[src/rtl/ctrl_pipe_tracker.sv]
// Control pipeline tracker: carries decoded control from ID through EX, MEM and WB,
// inserting bubbles for load-use stalls and control-flow flushes, with event counters.
module ctrl_pipe_tracker #(
   parameter int REG_BITS = 4,
   parameter int LINK_REG = 15,
   parameter int CNT_BITS = 16
) (
   input  logic                CLOCK,
   input  logic                RESET,
   input  logic                VALID_IN,
   input  logic [1:0]          ALUSRC_IN,
   input  logic [1:0]          NEWPCSRC_IN,
   input  logic                MEMWE_IN,
   input  logic                MEMRE_IN,
   input  logic                REGWE_IN,
   input  logic [1:0]          REGWRSRCSEL_IN,
   input  logic                REGWRDSTSEL_IN,
   input  logic [REG_BITS-1:0] RS_IN,
   input  logic [REG_BITS-1:0] RT_IN,
   input  logic [REG_BITS-1:0] RD_IN,
   input  logic                BRTAKEN_IN,
   output logic [1:0]          EX_ALUSRC_OUT,
   output logic [1:0]          EX_NEWPCSRC_OUT,
   output logic                EX_VALID_OUT,
   output logic                MEM_MEMWE_OUT,
   output logic                MEM_MEMRE_OUT,
   output logic                MEM_REGWE_OUT,
   output logic [REG_BITS-1:0] MEM_DSTREG_OUT,
   output logic                WB_REGWE_OUT,
   output logic [1:0]          WB_REGWRSRCSEL_OUT,
   output logic [REG_BITS-1:0] WB_DSTREG_OUT,
   output logic                STALL_OUT,
   output logic                FLUSH_OUT,
   output logic [CNT_BITS-1:0] STALLCNT_OUT,
   output logic [CNT_BITS-1:0] FLUSHCNT_OUT
);

   localparam logic [1:0] PC_SEQ = 2'b00;
   localparam logic [1:0] PC_JAL = 2'b01;
   localparam logic [1:0] PC_BR  = 2'b11;
   localparam logic [REG_BITS-1:0] REG_ZERO = {REG_BITS{1'b0}};
   localparam logic [REG_BITS-1:0] LINK_DST = REG_BITS'(LINK_REG);
   localparam logic [CNT_BITS-1:0] CNT_MAX  = {CNT_BITS{1'b1}};
   localparam logic [CNT_BITS-1:0] CNT_ONE  = {{(CNT_BITS-1){1'b0}}, 1'b1};

   // EX stage
   logic                ex_valid_q,  ex_valid_d;
   logic [1:0]          ex_alusrc_q, ex_alusrc_d;
   logic [1:0]          ex_pcsrc_q,  ex_pcsrc_d;
   logic                ex_memwe_q,  ex_memwe_d;
   logic                ex_memre_q,  ex_memre_d;
   logic                ex_regwe_q,  ex_regwe_d;
   logic [1:0]          ex_wrsrc_q,  ex_wrsrc_d;
   logic [REG_BITS-1:0] ex_dst_q,    ex_dst_d;
   // MEM stage
   logic                mem_memwe_q, mem_memwe_d;
   logic                mem_memre_q, mem_memre_d;
   logic                mem_regwe_q, mem_regwe_d;
   logic [1:0]          mem_wrsrc_q, mem_wrsrc_d;
   logic [REG_BITS-1:0] mem_dst_q,   mem_dst_d;
   // WB stage
   logic                wb_regwe_q,  wb_regwe_d;
   logic [1:0]          wb_wrsrc_q,  wb_wrsrc_d;
   logic [REG_BITS-1:0] wb_dst_q,    wb_dst_d;
   // counters
   logic [CNT_BITS-1:0] stallcnt_q,  stallcnt_d;
   logic [CNT_BITS-1:0] flushcnt_q,  flushcnt_d;

   logic                flush_s;
   logic                stall_s;
   logic                accept_s;
   logic [REG_BITS-1:0] id_dst_s;
   logic                ex_redirect_s;
   logic                ex_load_hit_s;

   // Hazard detection against the instruction currently in EX
   always_comb begin
      ex_redirect_s = 1'b0;
      case (ex_pcsrc_q)
         PC_JAL:  ex_redirect_s = 1'b1;
         PC_BR:   ex_redirect_s = BRTAKEN_IN;
         PC_SEQ:  ex_redirect_s = 1'b0;
         default: ex_redirect_s = 1'b0;
      endcase
      flush_s = ex_valid_q & ex_redirect_s;

      if (ex_dst_q != REG_ZERO) begin
         ex_load_hit_s = (ex_dst_q == RS_IN) | (ex_dst_q == RT_IN);
      end else begin
         ex_load_hit_s = 1'b0;
      end
      stall_s  = ~flush_s & VALID_IN & ex_valid_q & ex_memre_q & ex_regwe_q & ex_load_hit_s;
      accept_s = VALID_IN & ~flush_s & ~stall_s;
   end

   // Destination register resolution for the ID instruction; JAL links to LINK_REG
   always_comb begin
      if ((NEWPCSRC_IN == PC_JAL) && REGWE_IN) begin
         id_dst_s = LINK_DST;
      end else if (REGWRDSTSEL_IN) begin
         id_dst_s = RD_IN;
      end else begin
         id_dst_s = RT_IN;
      end
   end

   // Next-state for the three stages; EX takes a bubble unless ID is accepted
   always_comb begin
      if (accept_s) begin
         ex_valid_d  = 1'b1;
         ex_alusrc_d = ALUSRC_IN;
         ex_pcsrc_d  = NEWPCSRC_IN;
         ex_memwe_d  = MEMWE_IN;
         ex_memre_d  = MEMRE_IN;
         ex_regwe_d  = REGWE_IN;
         ex_wrsrc_d  = REGWRSRCSEL_IN;
         ex_dst_d    = id_dst_s;
      end else begin
         ex_valid_d  = 1'b0;
         ex_alusrc_d = 2'b00;
         ex_pcsrc_d  = PC_SEQ;
         ex_memwe_d  = 1'b0;
         ex_memre_d  = 1'b0;
         ex_regwe_d  = 1'b0;
         ex_wrsrc_d  = 2'b00;
         ex_dst_d    = REG_ZERO;
      end
      mem_memwe_d = ex_memwe_q;
      mem_memre_d = ex_memre_q;
      mem_regwe_d = ex_regwe_q;
      mem_wrsrc_d = ex_wrsrc_q;
      mem_dst_d   = ex_dst_q;
      wb_regwe_d  = mem_regwe_q;
      wb_wrsrc_d  = mem_wrsrc_q;
      wb_dst_d    = mem_dst_q;
   end

   // Saturating stall/flush event counters
   always_comb begin
      if (stall_s && (stallcnt_q != CNT_MAX)) begin
         stallcnt_d = stallcnt_q + CNT_ONE;
      end else begin
         stallcnt_d = stallcnt_q;
      end
      if (flush_s && (flushcnt_q != CNT_MAX)) begin
         flushcnt_d = flushcnt_q + CNT_ONE;
      end else begin
         flushcnt_d = flushcnt_q;
      end
   end

   // Stage and counter registers; reset empties every stage
   always_ff @(posedge CLOCK) begin
      if (RESET) begin
         ex_valid_q  <= 1'b0;
         ex_alusrc_q <= 2'b00;
         ex_pcsrc_q  <= PC_SEQ;
         ex_memwe_q  <= 1'b0;
         ex_memre_q  <= 1'b0;
         ex_regwe_q  <= 1'b0;
         ex_wrsrc_q  <= 2'b00;
         ex_dst_q    <= REG_ZERO;
         mem_memwe_q <= 1'b0;
         mem_memre_q <= 1'b0;
         mem_regwe_q <= 1'b0;
         mem_wrsrc_q <= 2'b00;
         mem_dst_q   <= REG_ZERO;
         wb_regwe_q  <= 1'b0;
         wb_wrsrc_q  <= 2'b00;
         wb_dst_q    <= REG_ZERO;
         stallcnt_q  <= {CNT_BITS{1'b0}};
         flushcnt_q  <= {CNT_BITS{1'b0}};
      end else begin
         ex_valid_q  <= ex_valid_d;
         ex_alusrc_q <= ex_alusrc_d;
         ex_pcsrc_q  <= ex_pcsrc_d;
         ex_memwe_q  <= ex_memwe_d;
         ex_memre_q  <= ex_memre_d;
         ex_regwe_q  <= ex_regwe_d;
         ex_wrsrc_q  <= ex_wrsrc_d;
         ex_dst_q    <= ex_dst_d;
         mem_memwe_q <= mem_memwe_d;
         mem_memre_q <= mem_memre_d;
         mem_regwe_q <= mem_regwe_d;
         mem_wrsrc_q <= mem_wrsrc_d;
         mem_dst_q   <= mem_dst_d;
         wb_regwe_q  <= wb_regwe_d;
         wb_wrsrc_q  <= wb_wrsrc_d;
         wb_dst_q    <= wb_dst_d;
         stallcnt_q  <= stallcnt_d;
         flushcnt_q  <= flushcnt_d;
      end
   end

   assign EX_ALUSRC_OUT      = ex_alusrc_q;
   assign EX_NEWPCSRC_OUT    = ex_pcsrc_q;
   assign EX_VALID_OUT       = ex_valid_q;
   assign MEM_MEMWE_OUT      = mem_memwe_q;
   assign MEM_MEMRE_OUT      = mem_memre_q;
   assign MEM_REGWE_OUT      = mem_regwe_q;
   assign MEM_DSTREG_OUT     = mem_dst_q;
   assign WB_REGWE_OUT       = wb_regwe_q;
   assign WB_REGWRSRCSEL_OUT = wb_wrsrc_q;
   assign WB_DSTREG_OUT      = wb_dst_q;
   assign STALL_OUT          = stall_s;
   assign FLUSH_OUT          = flush_s;
   assign STALLCNT_OUT       = stallcnt_q;
   assign FLUSHCNT_OUT       = flushcnt_q;

endmodule

[config.mk]
export PLATFORM = sky130hd
export DESIGN_NAME = ctrl_pipe_tracker
export DESIGN_NICKNAME = d
export VERILOG_FILES = /design/src/rtl/ctrl_pipe_tracker.sv
export SDC_FILE = /design/constraint.sdc
export NUM_CORES = 1
export LEC_CHECK = 0
export ABC_AREA = 1
export CORE_MARGIN = 5
export CORE_UTILIZATION = 40
export CTS_CLUSTER_DIAMETER = 80
export DETAILED_ROUTE_END_ITERATION = 8
export PLACE_DENSITY_LB_ADDON = 0.15
export SETUP_SLACK_MARGIN = 0.2
export SLEW_MARGIN = 0
export SYNTH_ARGS = -nofsm -noshare
export SYNTH_HDL_FRONTEND = slang
export SYNTH_SLANG_ARGS = --single-unit
[constraint.sdc]
create_clock -name CLOCK -period 1.9 [get_ports CLOCK]
set_input_delay 0.38 -clock CLOCK [delete_from_list [all_inputs] [get_ports CLOCK]]
set_output_delay 0.38 -clock CLOCK [all_outputs]
set_load 0.02 [all_outputs]
==> impl_metrics.csv, run 1 <==
group,metric,value,unit
run_status,status,"finished, final reports clean",
place,dp_slack,-0.5930,ns
synthesis,ys_ff_latch,62,
clock_tree,numCtsBuffers,9,
power_and_ir_drop,vdd_drop_max,426.9,uV
clock_tree,cts_tree,"done",
route,drc,0,
worst_setup_path,endpoint_kind,"primary output",
grt,track_usage,0.1680,
route,vias_per_cell,4.581,
finish,fillers,723,
route,drtAntennaViolNets,0,
place,place_area,4004,um2
synthesis,synth_area,2987,um2
synthesis,synth-seq-area-share,0.4156,
synthesis,netlist_instances,434,
finish,layout.cells.non_filler,647,
worst_hold_path,hold_path_class,"reg -> reg",
worst_setup_path,rr_worst_depth,11,
route,wirelength,7.624,mm
grt,antenna_found_initial,0,
clock_tree,root_buffer,"clkbuf_8",
place,dp_hpwl,5.551,mm
synthesis,synth_cell_type_count,28,
clock_tree,clk_latency,0.34,ns
sta,fin_crit_sh,0.9494,
worst_setup_path,crit-reg2reg-capture,"STALLCNT_OUT[2]$_SDFFE_PP0P_",
worst_setup_path,r2r_setup_slack,0.18,ns
power_and_ir_drop,power_density,602.9,nW/um2
route,firstDrtPassIters,4,
finish,drive_gt1_frac,0.1880,
worst_hold_path,hold_end,"mem_wrsrc_q[1]$_SDFF_PP0_",
route,drt_iter0_drc,128,
route,routedWlPerCell,11.78,um
place,dp.cells,623,
power_and_ir_drop,cellLeakagePower,0.002030,uW
finish,nets,571,
sta,fin_skew,0.009002,ns
die,initial_core_util,0.4118,
worst_hold_path,holdPathStages,2,
grt,grt_pass1_wl,12.01,mm
finish,final_util,0.5977,
synthesis,syn_area_per_cell,6.882,um2
sta,period_needed,1.804,ns
clock_tree,htree_levels,3,
sta,whs,0.4069,ns
worst_setup_path,worstPathRequired,1.52,ns
finish,final_cell_area,4335,um2
sta,drv_slew,0,
grt,grt_max_degree,23,
clock_tree,clk_pin_slew_worst_paths,0.07,ns
clock_tree,numClockSinks,62,
die,io_pins,79,
finish,syn2layout_area_growth,45.16,%
worst_setup_path,path_max_fanout,4,
grt,globalRoute.totalOverflow,0,
die,dieWidth,96.41,um
die,die_area,9295,um2
sta,timing.final.ws_setup,0.09618,ns
grt,grt_pass1_vias,2650,
finish,antenna_cells,0,
synthesis,yosys_warnings,0,
run,cap_violations,0,
place,place_congestion,0.9173,
synthesis,synthesis.nets,462,
sta,hold_viol,0,
sta,max_freq,0.5544,GHz
worst_setup_path,worstSetupPathType,"reg -> out",
die,rows,31,
sta,slew_headroom,0.6543,
worst_hold_path,hold_start,"ex_wrsrc_q[1]$_SDFF_PP0_",
worst_setup_path,critPathArrivalTime,1.42,ns
worst_setup_path,worst_setup_path_start_kind,"register",
clock_tree,cts_buffer_depth,2,
place,io_buffer_count,78,
sta,report.final.setup_viol,0,
sta,tightest_slew,0.5145,ns
die,die_h,96.41,um
route,num_vias,2964,
sta,rsz0062_at_grt,"true",
worst_setup_path,timing.rr.start,"ex_dst_q[3]$_SDFF_PP0_",
die,fp.coreArea,7253,um2
clock_tree,hold_buffers,0,
critical path: stages, from the launching register on:
cell and delay [ns]:
dfxtp_4 0.38, inv_4 0.04, nand2_2 0.06, nand2_2 0.06, nor2_2 0.12, nand2_2 0.09, a21oi_4 0.21, buf_6 0.14
registers in the layout, indices dropped and copies added, names as in the netlist:
name and cells:
ex_memre_q 1, EX_NEWPCSRC_OUT 2, EX_ALUSRC_OUT 2, ex_dst_q 4, WB_REGWE_OUT 1, FLUSHCNT_OUT 16
WB_DSTREG_OUT 4, ex_memwe_q 1, ex_regwe_q 1, MEM_MEMRE_OUT 1, ex_wrsrc_q 2, mem_wrsrc_q 2
MEM_REGWE_OUT 1, WB_REGWRSRCSEL_OUT 2, STALLCNT_OUT 16, MEM_DSTREG_OUT 4, MEM_MEMWE_OUT 1, EX_VALID_OUT 1
layer usage:
layer | track usage | wire length [um] | share of wire
met1 | 0.2127 | 3537 | 0.46
met2 | 0.2593 | 3497 | 0.46
met3 | 0.06507 | 511 | 0.067
met4 | 0.06075 | 78 | 0.010
met5 | 0 | 0 | 0
synth_stat cells (all sizes together):
master	number	share of area
a211oi	4	0.010
a21oi	31	0.059
and2	1	0.0021
buf	7	0.021
clkbuf	5	0.0063
dfxtp	62	0.42
ha	2	0.0084
inv	64	0.080
nand2	121	0.15
nand3	29	0.056
nand4	7	0.020
nor2	71	0.093
nor3	7	0.013
o21ai	6	0.010
xnor2	5	0.015
xor2	12	0.035
what timing repair did:
action	4_1_cts	5_1_grt
gates cloned	0	1
buffers inserted	5	2
pin swaps	9	12
endpoints found under the setup margin	51	48
resized for setup	63	48
per-stage QoR:
step,power (uW),setup TNS (ns)
finish,2614,0
global route,2747,-0.005410
CTS,2646,0
detailed placement,1578,-6.670
global placement,1575,-5.817
floorplan,1460,0
layout make-up:
class,count,area (um2),area share
Clock inverter,6,46.29,0.01068
Clock buffer,10,137.6,0.03175
Sequential cell,62,1260,0.2906
Timing Repair Buffer,109,1003,0.2315
Multi-Input combinational cell,297,1518,0.3501
Tap cell,99,123.9,0.02857
Inverter,64,246.5,0.05685
cell families (layout without fill, tap and decap cells):
family          Yosys count  in the layout  synth area share
fa+ha+maj                 2              2          0.008377
xor+xnor                 17             17           0.04985
simple gates            236            237            0.3393
buf+inv                  76            189            0.1072
compound gates           41             41           0.07960
flops                    62             62            0.4156
power by group:
part	internal (uW)	total [uW]	switching [uW]
registers	1320	1330	13.6
clock network	512	1060	550
logic	107	219	111
total	1940	2610	674
placed cells by master, fill, tap and decap left out, drive strengths merged:
cell | Yosys | routed
clkdlybuf4s50 | 0 | 23
clkbuf | 5 | 10
xor2 | 12 | 12
nand2 | 121 | 121
nor2 | 71 | 71
o21ai | 6 | 6
xnor2 | 5 | 5
buf | 7 | 33
and2 | 1 | 1
dfxtp | 62 | 62
a21oi | 31 | 31
nor3 | 7 | 7
ha | 2 | 2
nand4 | 7 | 7
dlygate4sd2 | 0 | 43
inv | 64 | 64
nand3 | 29 | 30
clkinvlp | 0 | 6
a211oi | 4 | 4
dlymetal6s2s | 0 | 10
worst max-delay path by stage:
stage	start	end	depth (start not counted)	slack [ns]
floorplan	EX_NEWPCSRC_OUT[1]$_SDFF_PP0_	STALL_OUT	5	0.25
global placement	RT_IN[1]	STALL_OUT	8	-0.57
detailed placement	RT_IN[0]	STALL_OUT	8	-0.59
CTS	ex_dst_q[0]$_SDFF_PP0_	STALL_OUT	7	0.03
global route	ex_dst_q[1]$_SDFF_PP0_	STALL_OUT	7	-0.005
finish	ex_dst_q[1]$_SDFF_PP0_	STALL_OUT	7	0.1
No activity file was read; power rests on OpenSTA's default activity.
==> run 2, diff against run 1 <==
--- a/config.mk
+++ b/config.mk
@@ -6,10 +6,11 @@
 export NUM_CORES = 1
 export LEC_CHECK = 0
 export ABC_AREA = 1
-export CORE_MARGIN = 5
+export CORE_MARGIN = 2
 export CORE_UTILIZATION = 40
 export CTS_CLUSTER_DIAMETER = 80
 export DETAILED_ROUTE_END_ITERATION = 8
+export MAX_ROUTING_LAYER = met4
 export PLACE_DENSITY_LB_ADDON = 0.15
 export SETUP_SLACK_MARGIN = 0.2
 export SLEW_MARGIN = 0
==> run 2 against run 1 <==
Global-route usage increased by 1.4 points. Flip-flop and latch count did not move. Sequential power about the same. Highest routed layer unchanged. Final area down 0.17%. Critical endpoint unchanged. Critical path depth stayed put. Clock power increased by 9%. Total power is 3.7% higher. Clock skew rose by 0.0080 ns. Die area down 12%. Cell count is 0.15% higher. Combinational power fell by 3%. Setup slack worse by 0.030 ns.
==> impl_metrics.csv, run 2 (same netlist as run 1, synthesis figures left out) <==
group,metric,value,unit
finish,antenna_cells,0,
route,routedWlPerCell,11.49,um
clock_tree,root_buffer,"clkbuf_8",
worst_setup_path,worstSetupPathType,"reg -> out",
worst_hold_path,hold_end,"mem_wrsrc_q[1]$_SDFF_PP0_",
worst_hold_path,hold_path_class,"reg -> reg",
grt,met2_usage,0.2857,
worst_hold_path,hold_start,"ex_wrsrc_q[1]$_SDFF_PP0_",
worst_setup_path,crit-reg2reg-capture,"ex_dst_q[3]$_SDFF_PP0_",
power_and_ir_drop,switching_share,0.2496,
sta,whs,0.4013,ns
worst_setup_path,path_max_fanout,4,
sta,report.final.setup_viol,0,
run,cap_violations,0,
grt,busiest_layer,"met2",
clock_tree,clk_pin_slew_worst_paths,0.08,ns
finish,layout_commonest_cell,"nand2_1",
power_and_ir_drop,vdd_drop_max,307.6,uV
sta,slew_headroom,0.6844,
place,dp.cells,621,
grt,grt_max_degree,24,
finish,nets,572,
worst_setup_path,endpoint_kind,"primary output",
sta,period_needed,1.834,ns
power_and_ir_drop,power_density,626.0,nW/um2
route,wirelength,7.445,mm
power_and_ir_drop,cellLeakagePower,0.001959,uW
die,initial_core_util,0.4118,
die,die_h,90.41,um
worst_setup_path,timing.rr.start,"ex_dst_q[1]$_SDFF_PP0_",
clock_tree,htree_levels,3,
die,dieWidth,90.41,um
power_and_ir_drop,p_int,2033,uW
grt,grt_pass1_wl,11.83,mm
place,place_area,3989,um2
finish,syn2layout_area_growth,44.91,%
sta,drv_slew,0,
clock_tree,clk_latency,0.34,ns
route,vias_per_cell,4.627,
worst_hold_path,holdPathStages,2,
clock_tree,numCtsBuffers,9,
die,die_area,8174,um2
die,rows,31,
place,place_congestion,0.9277,
power_and_ir_drop,pwr-share-comb,0.078,
place,dp_slack,-0.5823,ns
power_and_ir_drop,p_sw,676.4,uW
power_and_ir_drop,total_power,2709,uW
worst_setup_path,rr_worst_depth,12,
finish,layout.cells.non_filler,648,
sta,rsz0062_at_grt,"true",
sta,tightest_slew,0.4698,ns
sta,max_freq,0.5454,GHz
power_and_ir_drop,power_frac_clock,0.430,
sta,fin_skew,0.01700,ns
clock_tree,cts_buffer_depth,2,
finish,final_cell_mix,"nand2_1, nor2_1, inv_1, dfxtp_1, dlygate4sd2_1",
route,firstDrtPassIters,4,
grt,use_met1,0.2210,
grt,grt_pass1_vias,2581,
route,num_vias,2998,
grt,antenna_found_initial,0,
sta,hold_viol,0,
sta,fin_crit_sh,0.9651,
route,drt_iter0_drc,157,
route,drtAntennaViolNets,0,
run_status,status,"finished, final reports clean",
worst_setup_path,worstPathRequired,1.52,ns
place,io_buffer_count,78,
sta,timing.final.ws_setup,0.06632,ns
power_and_ir_drop,pwr-share-seq,0.492,
die,fp.coreArea,7253,um2
route,drc,0,
die,io_pins,79,
clock_tree,numClockSinks,62,
worst_setup_path,worst_setup_path_start_kind,"register",
grt,globalRoute.totalOverflow,0,
grt,use_met3,0.05175,
finish,drive_gt1_frac,0.1749,
finish,final_cell_area,4328,um2
worst_setup_path,r2r_setup_slack,0.19,ns
clock_tree,cts_tree,"done",
place,dp_hpwl,5.204,mm
grt,track_usage,0.1821,
worst_setup_path,critPathArrivalTime,1.45,ns
run 2: routing by layer:
| metal | part of all wire | routed length [um] |
|---|---|---|
| met5 | 0 | 0 |
| met4 | 0.013 | 95 |
| met3 | 0.064 | 474 |
| met2 | 0.47 | 3464 |
| met1 | 0.46 | 3410 |
run 2: worst max path at each step:
stage	from	end	slack, ns	cells after the start
floorplan	EX_NEWPCSRC_OUT[1]$_SDFF_PP0_	STALL_OUT	0.25	5
global placement	RT_IN[1]	STALL_OUT	-0.57	8
detailed placement	RT_IN[1]	STALL_OUT	-0.58	8
CTS	ex_dst_q[0]$_SDFF_PP0_	STALL_OUT	0.04	7
global route	ex_dst_q[0]$_SDFF_PP0_	STALL_OUT	0.005	7
finish	ex_dst_q[1]$_SDFF_PP0_	STALL_OUT	0.07	7
run 2: worst max-delay path, cell delays in order (launching register included):
cell and delay [ns]:
dfxtp_4 0.37, inv_2 0.04, nand2_1 0.05, nand2_1 0.04, nor2_1 0.12, nand2_1 0.12, a21oi_4 0.23, buf_6 0.15
run 2: through the flow:
| stage | util | setup TNS (ns) |
|---|---|---|
| floorplan | - | 0 |
| global placement | 0.5499 | -5.821 |
| detailed placement | 0.5499 | -6.600 |
| CTS | 0.5753 | 0 |
| global route | 0.5967 | 0 |
| finish | 0.5967 | 0 |
run 2: area by class of cell:
type,count,area (um2)
timing repair buffer,110,998.5
inverter,64,245.2
clock buffer,9,123.9
multi-input combinational,297,1503
sequential,62,1259
fill,721,2925
clock inverter,7,75.07
tap,99,123.9
run 2: power by group through the flow:
stage / combinational, uW / clock, uW / sequential, uW
floorplan: 82.0 / 0 / 1380
global placement: 213 / 0 / 1360
detailed placement: 214 / 0 / 1360
CTS: 210 / 1190 / 1340
global route: 235 / 1250 / 1340
finish: 212 / 1160 / 1330
run 2: repair_timing:
item,in CTS,in global routing
pin swaps,10,12
setup buffers,3,7
gates resized for setup,62,36
gates cloned,1,0
setup endpoints to repair,51,48
hold buffers,0,0
